**src/rtl/conv_encoder.sv**
```systemverilog
// Rate-1/2, K=7 convolutional encoder (133/171 octal) on AXI-Stream, WIDTH bits per beat.
// Define CONV_ENCODER_TAIL_EN to append a zero-flush tail beat after each frame.
module conv_encoder #(
    parameter int WIDTH = 32
) (
    input  logic                 aclk,
    input  logic                 areset,
    input  logic [WIDTH-1:0]     s_axis_tdata,
    input  logic                 s_axis_tvalid,
    output logic                 s_axis_tready,
    input  logic                 s_axis_tlast,
    output logic [2*WIDTH-1:0]   m_axis_tdata,
    output logic                 m_axis_tvalid,
    input  logic                 m_axis_tready,
    output logic                 m_axis_tlast
);

    localparam logic [0:0] ST_DATA = 1'b0;
    localparam logic [0:0] ST_TAIL = 1'b1;

    logic [0:0]         r_state;
    logic [5:0]         r_st;
    logic [2*WIDTH-1:0] r_outData;
    logic               r_outValid;
    logic               r_outLast;

    logic               w_outFree;
    logic               w_accept;
    logic [WIDTH-1:0]   w_encData;
    logic [WIDTH+5:0]   w_ext;
    logic [2*WIDTH-1:0] w_coded;
    logic [5:0]         w_lastBits;

    assign w_outFree     = ~r_outValid | m_axis_tready;
    assign s_axis_tready = w_outFree & (r_state == ST_DATA);
    assign w_accept      = s_axis_tvalid & s_axis_tready;

    assign m_axis_tdata  = r_outData;
    assign m_axis_tvalid = r_outValid;
    assign m_axis_tlast  = r_outLast;

    // w_ext holds the beat's bits above the six past bits in time order, so tap d[n-k] is w_ext[i+6-k].
    always_comb begin
        w_encData = (r_state == ST_TAIL) ? '0 : s_axis_tdata;
        w_ext = '0;
        w_ext[WIDTH+5:6] = w_encData;
        for (int k = 0; k < 6; k++) begin
            w_ext[5-k] = r_st[k];
        end
        w_coded = '0;
        for (int i = 0; i < WIDTH; i++) begin
            w_coded[2*i]   = w_ext[i+6] ^ w_ext[i+4] ^ w_ext[i+3] ^ w_ext[i+1] ^ w_ext[i];
            w_coded[2*i+1] = w_ext[i+6] ^ w_ext[i+5] ^ w_ext[i+4] ^ w_ext[i+3] ^ w_ext[i];
        end
        w_lastBits = '0;
        for (int k = 0; k < 6; k++) begin
            w_lastBits[k] = w_encData[WIDTH-1-k];
        end
    end

    always_ff @(posedge aclk) begin
        if (areset) begin
            r_state    <= ST_DATA;
            r_st       <= '0;
            r_outData  <= '0;
            r_outValid <= 1'b0;
            r_outLast  <= 1'b0;
        end else if (r_state == ST_DATA) begin
            if (w_accept) begin
                r_outData  <= w_coded;
                r_outValid <= 1'b1;
`ifdef CONV_ENCODER_TAIL_EN
                // Keep the pre-clear state so the tail beat can flush it.
                r_outLast  <= 1'b0;
                r_st       <= w_lastBits;
                if (s_axis_tlast) begin
                    r_state <= ST_TAIL;
                end
`else
                r_outLast  <= s_axis_tlast;
                r_st       <= s_axis_tlast ? 6'd0 : w_lastBits;
`endif
            end else if (m_axis_tready) begin
                r_outValid <= 1'b0;
            end
        end
`ifdef CONV_ENCODER_TAIL_EN
        else if (w_outFree) begin
            r_outData  <= w_coded;
            r_outValid <= 1'b1;
            r_outLast  <= 1'b1;
            r_st       <= '0;
            r_state    <= ST_DATA;
        end
`endif
    end

endmodule

```
**config.mk**
```make
export PLATFORM = sky130hd
export DESIGN_NAME = conv_encoder
export DESIGN_NICKNAME = d
export VERILOG_FILES = /design/src/rtl/conv_encoder.sv
export SDC_FILE = /design/constraint.sdc
export NUM_CORES = 1
export LEC_CHECK = 0
export CAP_MARGIN = 20
export CORE_AREA = 4 4 100 102
export DETAILED_ROUTE_END_ITERATION = 10
export DIE_AREA = 0 0 104 106
export PLACE_DENSITY = 0.81
export RECOVER_POWER = 25
export SLEW_MARGIN = 20
export SYNTH_ARGS = -nofsm -noshare
export SYNTH_HDL_FRONTEND = slang
export SYNTH_SLANG_ARGS = --single-unit
```
**constraint.sdc**
```tcl
create_clock -name aclk -period 2.55 [get_ports aclk]
set_clock_uncertainty 0.05 [all_clocks]
set_input_delay 0.51 -clock aclk [delete_from_list [all_inputs] [get_ports aclk]]
set_output_delay 0.51 -clock aclk [all_outputs]
set_load 0.01 [all_outputs]
```
; After elaboration in Yosys (flattened, before gate mapping)
; Cells that the tools add are included.
[op_classes]
muxes = 3
bitwise_logic = 259
n_reduce_logical = 1
[ops]
columns = op, n
row1 = XOR 1 bit, 256
row2 = 2-to-1 mux 6 bit, 1
row3 = 2-to-1 mux 1 bit, 2
row4 = nonzero test 2 bit, 1
row5 = AND 1 bit, 1
row6 = NOT 1 bit, 1
row7 = bitwise OR 1 bit, 1
[word_totals]
inputBits = 37
output_inout_bits = 67
register_bits = 72
wordCells = 267

; Depth between registers and ports, before layout
[logic_depth]
word_depth = 4
ltp_mapped = 6
mapped_depth_nobuf = 4

; Worst setup path after synthesis
; Ideal clock, no wire load.
[synth_timing]
kind = input port to flip-flop
start = input port m_axis_tready
end = register r_outData[36], in the netlist m_axis_tdata[36]
t_arrival_ns = 1.618
setup_time_ns = 0.060
cell_stages = 5
path_slack_ns = 0.823
n_path_buf = 1
cell_sequence = nand2b_1 > and2_1 > nor2_1 > clkbuf_1 > a22o_1
[synth_via]
elab_chain_cells = 2
[synth_rtl]
columns = element, line
row1 = from (decl), 14  ; input logic m_axis_tready,
row2 = bitwise OR 1 bit, 34  ; assign w_outFree = ~r_outValid | m_axis_tready;
row3 = AND 1 bit, 36  ; assign w_accept = s_axis_tvalid & s_axis_tready;
row4 = to (signal assigned), 70  ; r_outData <= w_coded;
row5 = to (decl), 23  ; logic [2*WIDTH-1:0] r_outData;
; No other way between the ends.
; A chain may end at the register's enable or synchronous reset.

; Worst setup path in the final report
[layout_timing]
start = input port m_axis_tready
end = output port s_axis_tready
[layout_via]
elab_chain_cells = 1
[layout_rtl]
columns = element, line
row1 = bitwise OR 1 bit, 34
row2 = to (decl), 10  ; output logic s_axis_tready,
; No other way between the ends.

==> impl_metrics.tcl <==
set metrics [dict create \
    setup-tns-final_ns 0 \
    gp_congestion 0.803 \
    synth_seq_cells 72 \
    synth_top_area_share_pct 36.7 \
    start_kind "input pin" \
    cts_max_path_buffers 2 \
    cts_root_buffer "clkbuf_8" \
    post-route-drc-count 0 \
    dpl_cell_area_um2 5120 \
    worst_ep_arrival_time_ns 1.72 \
    first_global_vias 3213 \
    synth_cells 392 \
    initial_core_util_pct 43.1 \
    syn_nets 429 \
    drv_cap 0 \
    fmax_mhz 438 \
    ant_nets 0 \
    die-height_um 106 \
    period_share_pct 89.5 \
    dp_cells 592 \
    p_leak_nw 2.04 \
    grt_usage_pct 17.7 \
    rows 35 \
    drv_slew 0 \
    grt_pass1_wl_um 15800 \
    relSlewSlack_pct 49.0 \
    cts_buffers 9 \
    cts_tree "done" \
    fp.dieArea_um2 11000 \
    ys.flop_type "dfxtp_1" \
    power_density_nw_per_um2 613 \
    post_cts_resized 0 \
    status "finished, final reports clean" \
    cts_max_level 3 \
    rsz0062_at_grt "false" \
    cts_setup_buffers 0 \
    clk_pin_slew_ns 0.08 \
    design_area_um2 5290 \
    grt-ovfl-total 0 \
    setup_ws_ns 0.267 \
    yosysMostFrequentCell "xnor2_1" \
    n_fill_cell 810 \
    firstDrtPassIters 4 \
    routed_wl_um 9580 \
    async_reset_ff_share_pct 0 \
    final_hold_viol_count 0 \
    synth_top_area_cell "dfxtp_1" \
    synthTopCellsByArea "dfxtp_1 (37%), xnor2_1 (26%), a22o_1 (7.8%)" \
    antenna_found_initial 0 \
    syn_area_um2 3930 \
    synth-edff-count 0 \
    syn_to_final_growth_pct 34.6 \
    hold_buffers 0 \
    final-instance-count-excl-fill 608 \
    num_antenna_cells 0 \
    avgSynthCellArea_um2 10.0 \
    required_ns 1.99 \
    critPathKind "in2out" \
    ios 104 \
    ys_seq_area_share_pct 36.7 \
    setup_violations 0 \
    post-route-min-period_ns 2.28 \
    grt_max_degree 28 \
    drtIter0Drc 117 \
    pre_cts_slack_ns 0.262 \
    synth_top_cells_by_count "xnor2_1 (116), dfxtp_1 (72), nand2_1 (46)" \
    hold_class "reg2reg" \
    die_width_um 104 \
    layout-drive-gt1-share_pct 9.26 \
    clock_sinks 72 \
    hpwl_um 7610 \
    avgViaCountPerCell 4.94 \
    peakVddDrop_mv 0.258 \
    wl_per_cell_um 15.8 \
    clock_latency_ns 0.34 \
    yosys_warnings 0 \
    synth_cell_types 24 \
    cp_max_fo 4 \
    tightest_slew_ns 0.765 \
    num_vias 3006 \
    end_kind "output port" \
    nNetsFinal 529 \
    port_buffers 103 \
    core_um2 9110 \
]
==> worst paths after layout <==
| path | slack (ns) | end | from | depth (start not counted) |
|---|---|---|---|---|
| min | 0.40 | m_axis_tdata[28]$_SDFFE_PP0P_ | m_axis_tdata[28]$_SDFFE_PP0P_ | 2 |
| max reg2reg | 0.90 | m_axis_tdata[20]$_SDFFE_PP0P_ | m_axis_tvalid$_SDFFE_PP0P_ | 5 |
| max | 0.27 | s_axis_tready | m_axis_tready | 3 |
| min reg2reg | 0.40 | m_axis_tdata[28]$_SDFFE_PP0P_ | m_axis_tdata[28]$_SDFFE_PP0P_ | 2 |
==> cell type report <==
cell class / count / area (µm²) / share of cell area, %
clock buffer: 10 / 138 / 2.60
clock inverter: 6 / 35.0 / 0.662
inverter: 2 / 7.51 / 0.142
multi-input combinational: 281 / 2320 / 43.9
sequential: 72 / 1440 / 27.3
tap: 111 / 139 / 2.63
timing repair buffer: 126 / 1210 / 22.9
==> registers in the layout (all words and copies together), names as in the netlist <==
signal         flops
m_axis_tdata      64
m_axis_tlast       1
m_axis_tvalid      1
r_st               6
==> metal layers <==
metal	GRT usage, %	wire length (µm)
met1	21.4	4260
met4	4.75	110
met3	6.01	606
met5	0	0
met2	30.2	4600
==> critical path, cell delays in order <==
cell and delay, ns:
dlygate4sd3_1 0.51, nand2b_1 0.15, clkdlybuf4s50_1 0.55
==> logic make-up (layout without fill, tap and decap cells) <==
family / count (synthesis) / count (layout) / share of synthesized area [%]
compound gates: 72 / 72 / 13.7
flops: 72 / 72 / 36.7
simple gates: 62 / 62 / 7.26
buf+inv: 39 / 144 / 4.43
xor+xnor: 147 / 147 / 38.0
==> power by group <==
group	total [mW]	internal (mW)	switching (mW)
Clock	0.813	0.373	0.440
Combinational	1.11	0.624	0.490
Sequential	1.32	1.25	0.0660
Total	3.24	2.25	0.996
==> cells in the final DEF (no fill, tap or decap) <==
| cell | count |
|---|---|
| nand2_1 | 46 |
| nand2b_1 | 1 |
| a21oi_1 | 26 |
| inv_1 | 2 |
| xor2_2 | 4 |
| nor4b_1 | 2 |
| and4_1 | 2 |
| nor4_1 | 2 |
| and2_0 | 1 |
| xor3_1 | 1 |
| xor2_1 | 13 |
| buf_12 | 1 |
| clkbuf_1 | 2 |
| xnor2_2 | 3 |
| nor2_2 | 2 |
| o2bb2ai_1 | 8 |
| dlygate4sd3_1 | 28 |
| buf_4 | 20 |
| clkinv_2 | 4 |
| nand3b_1 | 6 |
| xnor2_1 | 116 |
| a311o_1 | 3 |
| xnor3_1 | 10 |
| clkinvlp_4 | 2 |
| a22o_1 | 35 |
| dfxtp_1 | 72 |
| clkdlybuf4s50_1 | 75 |
| clkbuf_8 | 10 |
==> per-stage QoR <==
| step | total power [mW] | hold WS, ns | util [%] |
|---|---|---|---|
| 2_1_floorplan | 2.03 | 0.394 | - |
| 3_3_place_gp | 2.47 | 0.394 | 56.3 |
| 3_5_place_dp | 2.48 | 0.396 | 56.3 |
| 4_1_cts | 3.30 | 0.412 | 58.1 |
| 5_1_grt | 3.43 | 0.431 | 58.1 |
| 6_report | 3.24 | 0.404 | 58.1 |
Note: power is estimated with default switching activity, not from simulation.
